--- src/rtl/cp0_reg_pkg.sv ---
// CP0 register file shared defines.
// Addresses, exception codes, field positions.
package cp0_reg_pkg;

  localparam logic [4:0] CP0_REG_COUNT   = 5'd9;
  localparam logic [4:0] CP0_REG_COMPARE = 5'd11;
  localparam logic [4:0] CP0_REG_STATUS  = 5'd12;
  localparam logic [4:0] CP0_REG_CAUSE   = 5'd13;
  localparam logic [4:0] CP0_REG_EPC     = 5'd14;
  localparam logic [4:0] CP0_REG_PRID    = 5'd15;
  localparam logic [4:0] CP0_REG_CONFIG  = 5'd16;

  localparam logic [31:0] EXC_INT  = 32'h1;
  localparam logic [31:0] EXC_SYS  = 32'h8;
  localparam logic [31:0] EXC_RI   = 32'ha;
  localparam logic [31:0] EXC_OV   = 32'hc;
  localparam logic [31:0] EXC_TR   = 32'hd;
  localparam logic [31:0] EXC_ERET = 32'he;

  localparam int EXL_BIT   = 1;
  localparam int BD_BIT    = 31;
  localparam int IV_BIT    = 23;
  localparam int WP_BIT    = 22;
  localparam int EXC_LSB   = 2;
  localparam int EXC_MSB   = 6;
  localparam int IPSW_LSB  = 8;
  localparam int IPSW_MSB  = 9;
  localparam int IPHW_LSB  = 10;
  localparam int IPHW_MSB  = 15;

  localparam logic [31:0] STATUS_RST = 32'h1000_0000;
  localparam logic [31:0] CONFIG_RST = 32'h0000_8000;
  localparam logic [31:0] PRID_VAL   = 32'h004C_0102;

  // Valid bit plus ExcCode for a non-eret exception type.
  function automatic logic [5:0] exc_decode(input logic [31:0] t);
    logic [5:0] r;
    r = 6'd0;
    case (t)
      EXC_INT: r = {1'b1, 5'd0};
      EXC_SYS: r = {1'b1, 5'd8};
      EXC_RI:  r = {1'b1, 5'd10};
      EXC_TR:  r = {1'b1, 5'd13};
      EXC_OV:  r = {1'b1, 5'd12};
      default: r = 6'd0;
    endcase
    return r;
  endfunction

endpackage

--- src/rtl/cp0_reg.sv ---
// CP0 register file: Count/Compare timer,
// Status/Cause/EPC exception state, read mux.
module cp0_reg
  import cp0_reg_pkg::*;
(
  input  logic        clk,
  input  logic        rst,
  input  logic        we_i,
  input  logic [4:0]  waddr_i,
  input  logic [31:0] data_i,
  input  logic [4:0]  raddr_i,
  input  logic [5:0]  int_i,
  input  logic [31:0] excepttype_i,
  input  logic [31:0] current_inst_addr_i,
  input  logic        is_in_delayslot_i,
  output logic [31:0] data_o,
  output logic [31:0] count_o,
  output logic [31:0] compare_o,
  output logic [31:0] status_o,
  output logic [31:0] cause_o,
  output logic [31:0] epc_o,
  output logic [31:0] config_o,
  output logic [31:0] prid_o,
  output logic        timer_int_o
);

  logic [31:0] r_count;
  logic [31:0] r_compare;
  logic [31:0] r_status;
  logic [31:0] r_cause;
  logic [31:0] r_epc;
  logic        r_timer;

  logic [5:0]  w_dec;
  logic        w_exc;
  logic [4:0]  w_code;
  logic        w_eret;
  logic        w_wr_count;
  logic        w_wr_cmp;
  logic        w_wr_status;
  logic        w_wr_cause;
  logic        w_wr_epc;
  logic        w_hit;

  assign w_dec  = exc_decode(excepttype_i);
  assign w_exc  = w_dec[5];
  assign w_code = w_dec[4:0];
  assign w_eret = (excepttype_i == EXC_ERET);

  assign w_wr_count  = we_i && (waddr_i == CP0_REG_COUNT);
  assign w_wr_cmp    = we_i && (waddr_i == CP0_REG_COMPARE);
  assign w_wr_status = we_i && (waddr_i == CP0_REG_STATUS);
  assign w_wr_cause  = we_i && (waddr_i == CP0_REG_CAUSE);
  assign w_wr_epc    = we_i && (waddr_i == CP0_REG_EPC);
  assign w_hit       = (r_compare != 32'd0) && (r_count == r_compare);

  // State update; exception fields are assigned last so they win.
  always_ff @(posedge clk) begin
    if (rst) begin
      r_count   <= 32'd0;
      r_compare <= 32'd0;
      r_status  <= STATUS_RST;
      r_cause   <= 32'd0;
      r_epc     <= 32'd0;
      r_timer   <= 1'b0;
    end else begin
      r_cause[IPHW_MSB:IPHW_LSB] <= int_i;
      if (w_wr_count) r_count <= data_i;
      else            r_count <= r_count + 32'd1;
      if (w_wr_cmp) begin
        r_compare <= data_i;
        r_timer   <= 1'b0;
      end else if (w_hit) begin
        r_timer <= 1'b1;
      end
      if (w_wr_status) r_status <= data_i;
      if (w_wr_epc)    r_epc    <= data_i;
      if (w_wr_cause) begin
        r_cause[IPSW_MSB:IPSW_LSB] <= data_i[IPSW_MSB:IPSW_LSB];
        r_cause[WP_BIT] <= data_i[WP_BIT];
        r_cause[IV_BIT] <= data_i[IV_BIT];
      end
      if (w_exc) begin
        if (!r_status[EXL_BIT]) begin
          r_epc <= is_in_delayslot_i ?
                   current_inst_addr_i - 32'd4 :
                   current_inst_addr_i;
          r_cause[BD_BIT] <= is_in_delayslot_i;
        end
        r_status[EXL_BIT] <= 1'b1;
        r_cause[EXC_MSB:EXC_LSB] <= w_code;
      end else if (w_eret) begin
        r_status[EXL_BIT] <= 1'b0;
      end
    end
  end

  // Combinational read port for EX.
  always_comb begin
    data_o = 32'd0;
    case (raddr_i)
      CP0_REG_COUNT:   data_o = r_count;
      CP0_REG_COMPARE: data_o = r_compare;
      CP0_REG_STATUS:  data_o = r_status;
      CP0_REG_CAUSE:   data_o = r_cause;
      CP0_REG_EPC:     data_o = r_epc;
      CP0_REG_PRID:    data_o = PRID_VAL;
      CP0_REG_CONFIG:  data_o = CONFIG_RST;
      default:         data_o = 32'd0;
    endcase
  end

  assign count_o     = r_count;
  assign compare_o   = r_compare;
  assign status_o    = r_status;
  assign cause_o     = r_cause;
  assign epc_o       = r_epc;
  assign config_o    = CONFIG_RST;
  assign prid_o      = PRID_VAL;
  assign timer_int_o = r_timer;

endmodule
--- config.mk ---
export PLATFORM = sky130hd
export DESIGN_NAME = cp0_reg
export DESIGN_NICKNAME = d
export VERILOG_FILES = /design/src/rtl/cp0_reg_pkg.sv /design/src/rtl/cp0_reg.sv
export SDC_FILE = /design/constraint.sdc
export NUM_CORES = 1
export LEC_CHECK = 0
export ABC_AREA = 1
export CORE_MARGIN = 5
export CORE_UTILIZATION = 44
export DETAILED_ROUTE_END_ITERATION = 10
export HOLD_SLACK_MARGIN = 0.03
export PLACE_DENSITY = 0.81
export SETUP_SLACK_MARGIN = 0.5
export SLEW_MARGIN = 10
export SYNTH_ARGS = -nofsm -noshare
export SYNTH_HDL_FRONTEND = slang
export SYNTH_SLANG_ARGS = --single-unit
--- constraint.sdc ---
create_clock -name clk -period 2.09 [get_ports clk]
set_input_delay 0.418 -clock clk [delete_from_list [all_inputs] [get_ports clk]]
set_output_delay 0.418 -clock clk [all_outputs]
set_load 0.01 [all_outputs]
==> metrics.yaml <==
drive_gt1_share_pct: 34.2
hold_start: "current_inst_addr_i[12]"
clkPwrFrac_pct: 45.3
p_sw_share_pct: 27.3
dr.pass1.iters: 6
post-route-min-period_ns: 1.98
grt_pass1_vias: 10900
comb_power_share_pct: 14.7
cellLeakagePower_nw: 7.79
drtIter0Drc: 1387
antenna_found_initial: 1
synthMuxAreaShare_pct: 0
wl_per_cell_um: 21.4
ant_nets: 0
grt_start_max_net_pins: 52
cts_hold_repair.buffers: 0
synthSimpleGateAreaFrac_pct: 27.7
p_int_mw: 5.17
die_h_um: 154
crit_type: "primary input to output port"
timing.rr.end: "count_o[31]$_SDFF_PP0_"
cts_root_buf: "clkbuf_16"
clock_latency_ns: 0.44
synth_edf_count: 0
htree_levels: 4
ys_seq_area_share_pct: 31.4
vias_per_cell: 5.60
post-route-util_pct: 77.0
port_buffers: 291
yosysTopAreaCell: "dfxtp_1"
num_io_pins: 373
nets: 1938
dieArea_sq_mm: 0.0238
cp.arrival_ns: 1.56
grt_use_total_pct: 34.0
period_share_pct: 94.5
finClkSkew_ns: 0.00775
placeableCoreArea_sq_mm: 0.0204
fill_cells: 1412
power.switching_mw: 1.94
regArea_sq_mm: 0.00301
power_frac_seq_pct: 39.9
yosysWarnings: 0
die_x_um: 154
row_count: 52
multi_input_area_sq_mm: 0.00625
avgSynthCellArea_sq_um: 6.67
yosysTopAreaCellShare_pct: 31.4
synth_top_family_by_area: "simple AND/OR/NAND/NOR gates"
hold_viol: 0
rsz0062_at_grt: "yes"
setup_violations: 0
grt_pass1_wl_um: 63400
clock-sinks: 144
overflow: 0
synthDistinctLibCells: 45
place_area_sq_mm: 0.0130
status: "completed"
synth_area_leaders: "dfxtp_1 31%, nand2_1 11%, o21ai_0 7.4%, buf_4 7.1%, inv_1 6.1%"
maxCapViolCount: 0
synth_compound_area_share_pct: 18.3
cts.clk_slew.worst_paths_ns: 0.06
fmax_mhz: 506
synthAdderAreaFrac_pct: 0.273
synth_common_cells: "271 x nand2_1, 150 x inv_1, 144 x dfxtp_1"
crit_required_ns: 1.67
ys_ff_latch: 144
synth-main-ff-cell: "dfxtp_1"
gp_congestion: 1.04
synth-xor-area-share_pct: 5.92
hp-class: "primary input to flop"
ff2ff_setup_slack_ns: 0.37
clock_path_buffers: 2
dr_total_vias: 11800
fin_area_sq_mm: 0.0157
cts_tree: "built"
ir_drop_uv: 586
syn_area_sq_mm: 0.00917
syn-instance-count: 1375
cp-start-kind: "primary input"
hold_depth: 3
synthArstFlopShare_pct: 0
cts_made_buffers: 17
drc: 0
crit_fanout: 5
start_util_pct: 45.0
r2r-start: "count_o[13]$_SDFF_PP0_"
yosysMostFrequentCell: "nand2_1"
reg2reg_depth: 10
power_density_mw_per_mm2: 453
worstHoldEndpoint: "epc_o[12]$_SDFF_PP0_"
area_growth_pct: 71.1
slew_viol_final: 0
routed_wl_um: 45000
dp.final_hpwl_um: 31900
end_kind: "output port"
[worst max-delay path, cell delays in order]
cell and delay, ns:
buf_6 0.11, nor2_4 0.11, inv_2 0.06, nor2_4 0.13, buf_12 0.12, buf_12 0.13
buf_12 0.11, nand2_1 0.05, o211ai_1 0.12, buf_2 0.18
[per-stage QoR]
stage	std cells	TNS (ns)	hold slack (ns)	setup WS (ns)	power [mW]
after floorplan	1454	0	0.470	0.487	3.39
after global placement	1978	-21.69	0.433	-0.739	3.82
after detailed placement	1978	-24.83	0.436	-0.778	3.83
after CTS	2077	0	0.443	0.155	6.99
after global routing	2104	0	0.401	0.101	7.30
final	2104	0	0.390	0.115	7.11
[power groups by stage]
stage / sequential (mW) / clock [mW] / combinational (mW)
after floorplan: 2.91 / 0 / 0.482
after global placement: 2.91 / 0 / 0.907
after detailed placement: 2.91 / 0 / 0.919
after CTS: 2.84 / 3.21 / 0.938
after global routing: 2.84 / 3.35 / 1.11
final: 2.84 / 3.22 / 1.05
[registers in the layout, summed over array words and instances (netlist names)]
| register | count |
|---|---|
| compare_o | 32 |
| count_o | 32 |
| epc_o | 32 |
| status_o | 32 |
| cause_o | 15 |
| timer_int_o | 1 |
[cell usage in the layout (no fill, tap or decap), types with 52 or more instances in the layout]
cell type          n
inv_1            133
a21oi_1           88
clkdlybuf4s50_1   52
conb_1            81
dfxtp_1           78
nor2_1            92
nand2_1          218
o21ai_0          108
buf_4            127
dlygate4sd2_1    119
[how the worst max path moves through the flow]
stage                    start          to  slack (ns)  cells after the start
floorplan           raddr_i[4]   data_o[2]        0.49                      8
global placement    raddr_i[4]  data_o[29]       -0.74                      8
detailed placement  raddr_i[3]   data_o[8]       -0.78                      9
CTS                 raddr_i[3]  data_o[29]        0.16                      8
global route        raddr_i[4]   data_o[5]        0.10                     10
finish              raddr_i[1]   data_o[7]        0.11                     10
[logic make-up after synthesis]
family,after synthesis
and+or+nand+nor,565
DFF,144
AOI/OAI and AO/OA,298
other,2
xor gates and xnor gates,62
adders and majority gates,2
buffers and inverters,302
[final cells by class]
type / instances / share of cell area (%)
multi-input cells: 1008 / 39.8
repair buffers: 490 / 30.6
flip-flops and latches: 144 / 19.2
inverters: 159 / 4.24
clock buffers: 19 / 2.89
well taps: 270 / 2.15
clock inverters: 13 / 1.02
diodes: 1 / 0.0160
[repair_timing]
action | CTS | global route
gates cloned | 9 | 6
pin swaps | 75 | 97
resized for setup | 593 | 285
buffers inserted | 58 | 20
setup endpoints to repair | 277 | 188
[per-layer routing]
layer	GRT usage [%]	vias up	wire length [um]
li1	-	5240	-
met1	42.5	5525	16500
met2	55.9	821	21300
met3	8.44	195	4660
met4	14.3	0	2450
met5	0	-	0
Power figures use the tool's default switching activity.
